File: src/rtl/alu_arbiter.sv
// alu_arbiter: round-robin sharing of one combinational ALU between two requesters,
// with registered ALU inputs and captured ALU outputs on both sides.
module alu_arbiter #(
    parameter int WIDTH = 4,
    parameter int SELW  = 2
) (
    input  logic             clk,
    input  logic             rst,
    input  logic             req0_valid,
    output logic             req0_ready,
    input  logic [SELW-1:0]  req0_sel,
    input  logic [WIDTH-1:0] req0_a,
    input  logic [WIDTH-1:0] req0_b,
    output logic             rsp0_valid,
    input  logic             rsp0_ready,
    output logic [WIDTH-1:0] rsp0_c,
    output logic             rsp0_carry,
    input  logic             req1_valid,
    output logic             req1_ready,
    input  logic [SELW-1:0]  req1_sel,
    input  logic [WIDTH-1:0] req1_a,
    input  logic [WIDTH-1:0] req1_b,
    output logic             rsp1_valid,
    input  logic             rsp1_ready,
    output logic [WIDTH-1:0] rsp1_c,
    output logic             rsp1_carry,
    output logic [SELW-1:0]  alu_sel,
    output logic [WIDTH-1:0] alu_a,
    output logic [WIDTH-1:0] alu_b,
    input  logic [WIDTH-1:0] alu_c,
    input  logic             alu_carry,
    output logic             busy,
    output logic             grant_id
);
    typedef enum logic [1:0] {IDLE, EXEC, RESP} state_t;

    state_t           state_q, state_d;
    logic             ptr_q, ptr_d;
    logic             grant_id_q, grant_id_d;
    logic [SELW-1:0]  alu_sel_q, alu_sel_d;
    logic [WIDTH-1:0] alu_a_q, alu_a_d;
    logic [WIDTH-1:0] alu_b_q, alu_b_d;
    logic [1:0]       rsp_valid_q, rsp_valid_d;
    logic [1:0]       rsp_carry_q, rsp_carry_d;
    logic [WIDTH-1:0] rsp0_c_q, rsp0_c_d;
    logic [WIDTH-1:0] rsp1_c_q, rsp1_c_d;
    logic             any_req, pick, rsp_ready_g;

    always_comb begin
        any_req     = req0_valid | req1_valid;
        // Contention goes to the pointer; otherwise whichever side is asking.
        pick        = (req0_valid & req1_valid) ? ptr_q : req1_valid;
        rsp_ready_g = grant_id_q ? rsp1_ready : rsp0_ready;
        state_d     = state_q;
        ptr_d       = ptr_q;
        grant_id_d  = grant_id_q;
        alu_sel_d   = alu_sel_q;
        alu_a_d     = alu_a_q;
        alu_b_d     = alu_b_q;
        rsp_valid_d = rsp_valid_q;
        rsp_carry_d = rsp_carry_q;
        rsp0_c_d    = rsp0_c_q;
        rsp1_c_d    = rsp1_c_q;
        req0_ready  = 1'b0;
        req1_ready  = 1'b0;
        case (state_q)
            IDLE: if (any_req) begin
                req0_ready = ~pick;
                req1_ready = pick;
                grant_id_d = pick;
                alu_sel_d  = pick ? req1_sel : req0_sel;
                alu_a_d    = pick ? req1_a : req0_a;
                alu_b_d    = pick ? req1_b : req0_b;
                state_d    = EXEC;
            end
            EXEC: begin
                rsp_valid_d[grant_id_q] = 1'b1;
                rsp_carry_d[grant_id_q] = alu_carry;
                rsp0_c_d = grant_id_q ? rsp0_c_q : alu_c;
                rsp1_c_d = grant_id_q ? alu_c : rsp1_c_q;
                state_d  = RESP;
            end
            RESP: if (rsp_ready_g) begin
                rsp_valid_d[grant_id_q] = 1'b0;
                ptr_d   = ~grant_id_q;
                state_d = IDLE;
            end
            default: state_d = IDLE;
        endcase
    end

    always_ff @(posedge clk or posedge rst) begin
        if (rst) begin
            state_q     <= IDLE;
            ptr_q       <= 1'b0;
            grant_id_q  <= 1'b0;
            alu_sel_q   <= '0;
            alu_a_q     <= '0;
            alu_b_q     <= '0;
            rsp_valid_q <= '0;
            rsp_carry_q <= '0;
            rsp0_c_q    <= '0;
            rsp1_c_q    <= '0;
        end else begin
            state_q     <= state_d;
            ptr_q       <= ptr_d;
            grant_id_q  <= grant_id_d;
            alu_sel_q   <= alu_sel_d;
            alu_a_q     <= alu_a_d;
            alu_b_q     <= alu_b_d;
            rsp_valid_q <= rsp_valid_d;
            rsp_carry_q <= rsp_carry_d;
            rsp0_c_q    <= rsp0_c_d;
            rsp1_c_q    <= rsp1_c_d;
        end
    end

    assign alu_sel    = alu_sel_q;
    assign alu_a      = alu_a_q;
    assign alu_b      = alu_b_q;
    assign grant_id   = grant_id_q;
    assign busy       = (state_q != IDLE);
    assign rsp0_valid = rsp_valid_q[0];
    assign rsp1_valid = rsp_valid_q[1];
    assign rsp0_carry = rsp_carry_q[0];
    assign rsp1_carry = rsp_carry_q[1];
    assign rsp0_c     = rsp0_c_q;
    assign rsp1_c     = rsp1_c_q;
endmodule

File: config.mk
export PLATFORM = sky130hd
export DESIGN_NAME = alu_arbiter
export DESIGN_NICKNAME = d
export VERILOG_FILES = /design/src/rtl/alu_arbiter.sv
export SDC_FILE = /design/constraint.sdc
export NUM_CORES = 1
export LEC_CHECK = 0
export CAP_MARGIN = 15
export CORE_MARGIN = 5
export CORE_UTILIZATION = 45
export CTS_BUF_LIST = sky130_fd_sc_hd__clkbuf_2 sky130_fd_sc_hd__clkbuf_4 sky130_fd_sc_hd__clkbuf_8
export CTS_CLUSTER_DIAMETER = 100
export DETAILED_ROUTE_END_ITERATION = 8
export MAX_ROUTING_LAYER = met4
export PLACE_DENSITY = 0.89
export SYNTH_ARGS = -nofsm -noshare
export SYNTH_HDL_FRONTEND = slang
export SYNTH_SLANG_ARGS = --single-unit
File: constraint.sdc
create_clock -name clk -period 2.8 [get_ports clk]
set_clock_uncertainty 0.15 [all_clocks]
set_input_delay 0.56 -clock clk [delete_from_list [all_inputs] [get_ports clk]]
set_output_delay 0.56 -clock clk [all_outputs]
set_load 0.01 [all_outputs]
Yosys cells after proc, flatten, opt, wreduce, memory -nomap -nowiden
Index checks and enable logic that the tools add are counted.
Widths: inputs -> output; s select.
- word-level logic and storage cells: 50
- output and inout port bits: 26
- input port bits: 31
- bits in registers: 26
- reductions and logical operators: 10
- muxes and demuxes: 17
- magnitude comparators: 2
- bitwise operators: 7
- eq/ne operators: 4
- operators by type and width (operator ; number):
    $reduce_and 2->1 ; 6
    $mux 2 ; 4
    $mux 4 ; 2
    $mux 1 ; 7
    $pmux 2 s3 ; 1
    $ne 2x2->1 const B ; 2
    $pmux 2 s2 ; 1
    $reduce_bool 2->1 ; 2
    $and 2x2->2 ; 1
    $bwmux 2 ; 1
    $eq 2x1->1 const B ; 1
    $eq 2x2->1 const B ; 1
    $logic_not 2->1 ; 1
    $lt 1x2->1 const B ; 1
    $not 1->1 ; 2
    $not 2->2 ; 1
    $or 2x2->2 ; 1
    $and 1x1->1 ; 1
    $demux 1 s1 ; 1
    $ge 1x1->1 const B ; 1
    $logic_and 1x1->1 ; 1
    $or 1x1->1 ; 1

Logic depth before layout (Yosys ltp)
Gate-level depths: netlist of run 1.
- depth after elaboration: 8
- gate-level depth with buffers: 6
- mapped depth without buffers: 4

Least setup slack after synthesis of run 1
Ideal clock, no wire load.
- kind: input port to output port
- from: input req0_valid
- to: output req0_ready
- data required time: 2090 ps
- arrival: 1021 ps
- slack: 1069 ps
- cell stages on the path: 3
- path buffers: 1
- cell sequence: nand2b_1 buf_2 a21oi_1
- word-level cells in the longest chain between the ends: 5
- elaborated cells between the ends (all ways): 6
- those cells by class: 3 x mux; 3 x bitwise
- RTL lines (element ; RTL line ; RTL):
    from (decl) ; 9 ; input logic req0_valid,
    $and 1x1->1 ; 52 ; pick = (req0_valid & req1_valid) ? ptr_q : req1_valid;
    $mux 1 ; 52 ;
    $not 1->1 ; 68 ; req0_ready = ~pick;
    $mux 1 (*) ; 67 ; IDLE: if (any_req) begin
    $mux 1 (*) ; 66 ; case (state_q)
    to (decl) ; 10 ; output logic req0_ready,
Every way passes the cells marked *; elsewhere a longest branch is shown, timed or not.

Final worst setup path of run 1
- from: input req1_valid
- to: output req1_ready
- word-level cells in the longest chain between the ends: 4
- elaborated cells between the ends (all ways): 5
- those cells by class: 3 x mux; 2 x bitwise
- RTL lines (element ; RTL line ; RTL):
    from (decl) ; 18 ; input logic req1_valid,
    $and 1x1->1 ; 52 ;
    $mux 1 ; 52 ;
    $mux 1 (*) ; 67 ;
    $mux 1 (*) ; 66 ;
    to (decl) ; 19 ; output logic req1_ready,
Marks and branches as above.

==> results.toml, run 1 <==
[outcome]
outcome = "complete, no violations"

[cts]
clock_path_buffers = 2
htreeDepth = 1
clkSlewWorstSetupHoldPaths_ns = 0.14
cts_tree = "done"
cts_buffers = 3
cts_root_buffer = "clkbuf_4"
cts.sinks = 26
worstSkewPairLatency_ns = 0.32

[synth]
synth_seq_area_share = 0.546
yosysUniqueCellTypes = 23
netlist_instances = 117
postSynthAreaPerCell_um2 = 10.2
synth-seq-cells = 26
synth_nets = 148
synth_area_mm2 = 0.00119
ys_warn_count = 0

[global_routing]
grt_overflow = 0
grt_pass1_wl_mm = 5.38
grt_pass1_vias = 1211
grt_max_degree = 17
antenna_found_initial = 0
grtUsageTotal = 0.197

[critical_path]
cp_max_fo = 13
required_ns = 2.09
worstPathArrival_ns = 1.96
critPathKind = "in -> out"
endpoint_kind = "output port"
crit_path_start_kind = "primary input"

[cells_and_area]
layout_commonest_cell = "clkdlybuf4s50_1"
final_area_mm2 = 0.00183
fillerInstances = 194
multi_input_area_um2 = 482
final_net_count = 206
diodes = 0
area_growth_pct = 53.4
drive_gt1_frac = 0.0747
most-common-layout-cells = "clkdlybuf4s50_1 (55), dfrtp_1 (26), a21oi_1 (14)"
seq_area_um2 = 651

[sta]
tns_ns = 0
rsz0062_at_grt = "no"
slew_headroom = 0.603
hold_viol_final = 0
worstMarginPinSlew_ns = 0.595
setup_violations = 0
maxSlewViolCount = 0
clock.fmax_mhz = 374
hold_slack_ns = 0.358
fin_crit_sh = 0.954
final.min_clock_period_ns = 2.67

[route]
drt_wl_total_mm = 3.17
detail-route-antenna-nets = 0
num_vias = 1122
route.detailed.drc = 0
dr.pass1.iters = 4
wire_per_inst_um = 15.5
viasPerCell = 5.50
dr.first_iter.drc_count = 26

[floorplan]
start_util = 0.477
num_rows = 18
die_x_um = 61.5
ios = 57
die_h_um = 61.5
dieArea_mm2 = 0.00378
fp.coreArea_mm2 = 0.00250

[placement]
postPlaceCellArea_mm2 = 0.00179
portBuffers = 56
dpl.hpwl_mm = 2.60
gp_congestion = 0.894

[power]
leakage_uw = 0.000769
cellPowerDensity_mw_per_mm2 = 1010
peakVddDrop_v = 0.000639
power.total_uw = 1850

[hold_path]
holdCritPathClass = "reg -> reg"

[flow_run]
drv_cap = 0
==> state kept, by name (all words and copies together) (netlist names), named ones only <==
signal       count
rsp1_c           4
rsp_carry_q      2
state_q          2
alu_b            4
alu_sel          2
alu_a            4
ptr_q            1
rsp0_c           4
grant_id         1
==> timing repair <==
action,CTS,global route
setup endpoints to repair,0,1
hold buffers,0,0
resized for setup,0,1
buffers inserted,0,0
==> path summary, 6_finish.rpt <==
path | startpoint | to | slack (ns) | cells after the start
worst max-delay path | req1_valid | req1_ready | 0.13 | 4
worst min-delay path | rsp0_c[3] | rsp0_c[3] | 0.36 | 1
worst max register to register | state_q[1] | rsp0_c[1] | 1.25 | 3
worst min register to register | rsp0_c[3] | rsp0_c[3] | 0.36 | 1
max in group asynchronous | rst | rsp0_c[0] | 1.48 | 3
min in group asynchronous | rst | state_q[1] | 0.44 | 2
==> layout make-up <==
type | count | share of cell area
tap | 30 | 0.0205
sequential | 26 | 0.356
inverter | 6 | 0.0123
multi-input combinational | 77 | 0.263
clock buffer | 4 | 0.0198
timing repair buffer | 61 | 0.328
==> power by group <==
group	total (µW)	switching (µW)	internal (µW)
clock	186	107	79.4
combinational	951	418	533
sequential	711	149	562
==> cells in the mapped netlist, drive strengths merged <==
| cell | instances | area, µm² |
|---|---|---|
| a31oi | 11 | 68.8 |
| clkbuf | 2 | 7.51 |
| nand2 | 4 | 15.0 |
| nand3b | 1 | 7.51 |
| a21oi | 14 | 70.1 |
| and3 | 1 | 6.26 |
| nand2b | 2 | 12.5 |
| nand3 | 12 | 65.1 |
| a21o | 1 | 7.51 |
| inv | 6 | 22.5 |
| mux2i | 1 | 10.0 |
| o21ai | 13 | 65.1 |
| buf | 6 | 30.0 |
| mux2 | 10 | 113 |
| or2 | 1 | 6.26 |
| dfrtp | 26 | 651 |
| nor2 | 5 | 28.8 |
| nor2b | 1 | 6.26 |
==> stage by stage <==
step           setup slack (ns)  cells   util
6_report                  0.129    204  0.732
5_1_grt                  0.0429    204  0.732
4_1_cts                  0.0900    204  0.731
3_5_place_dp              0.109    200  0.716
3_3_place_gp              0.119    200  0.716
2_1_floorplan              1.07    117      -
==> kinds of logic (layout without fill, tap and decap cells) <==
| family | after synthesis | after routing | synth area share |
|---|---|---|---|
| AO/OA/AOI/OAI | 39 | 39 | 0.177 |
| buffers and inverters | 14 | 71 | 0.0504 |
| flip-flops | 26 | 26 | 0.546 |
| multiplexers | 11 | 11 | 0.103 |
| AND/OR/NAND/NOR | 27 | 27 | 0.124 |
==> worst max-delay path, stage by stage <==
cell and delay (ns):
clkdlybuf4s50_1 0.49, buf_4 0.19, and3_1 0.19, clkdlybuf4s50_1 0.54
==> metal layers <==
layer	track usage	wire, µm	part of all wire
met2	0.334	1630	0.51
met4	0.0636	14	0.0044
met3	0.0440	310	0.098
met5	-	0	0
met1	0.231	1210	0.38
No activity file was read; power rests on OpenSTA's default activity.
==> inputs of run 2 (changes only) <==
- TNS_END_PERCENT: unset -> 5
==> results of run 2 <==
Final layout, timing and power as in run 1 (identical DEF).
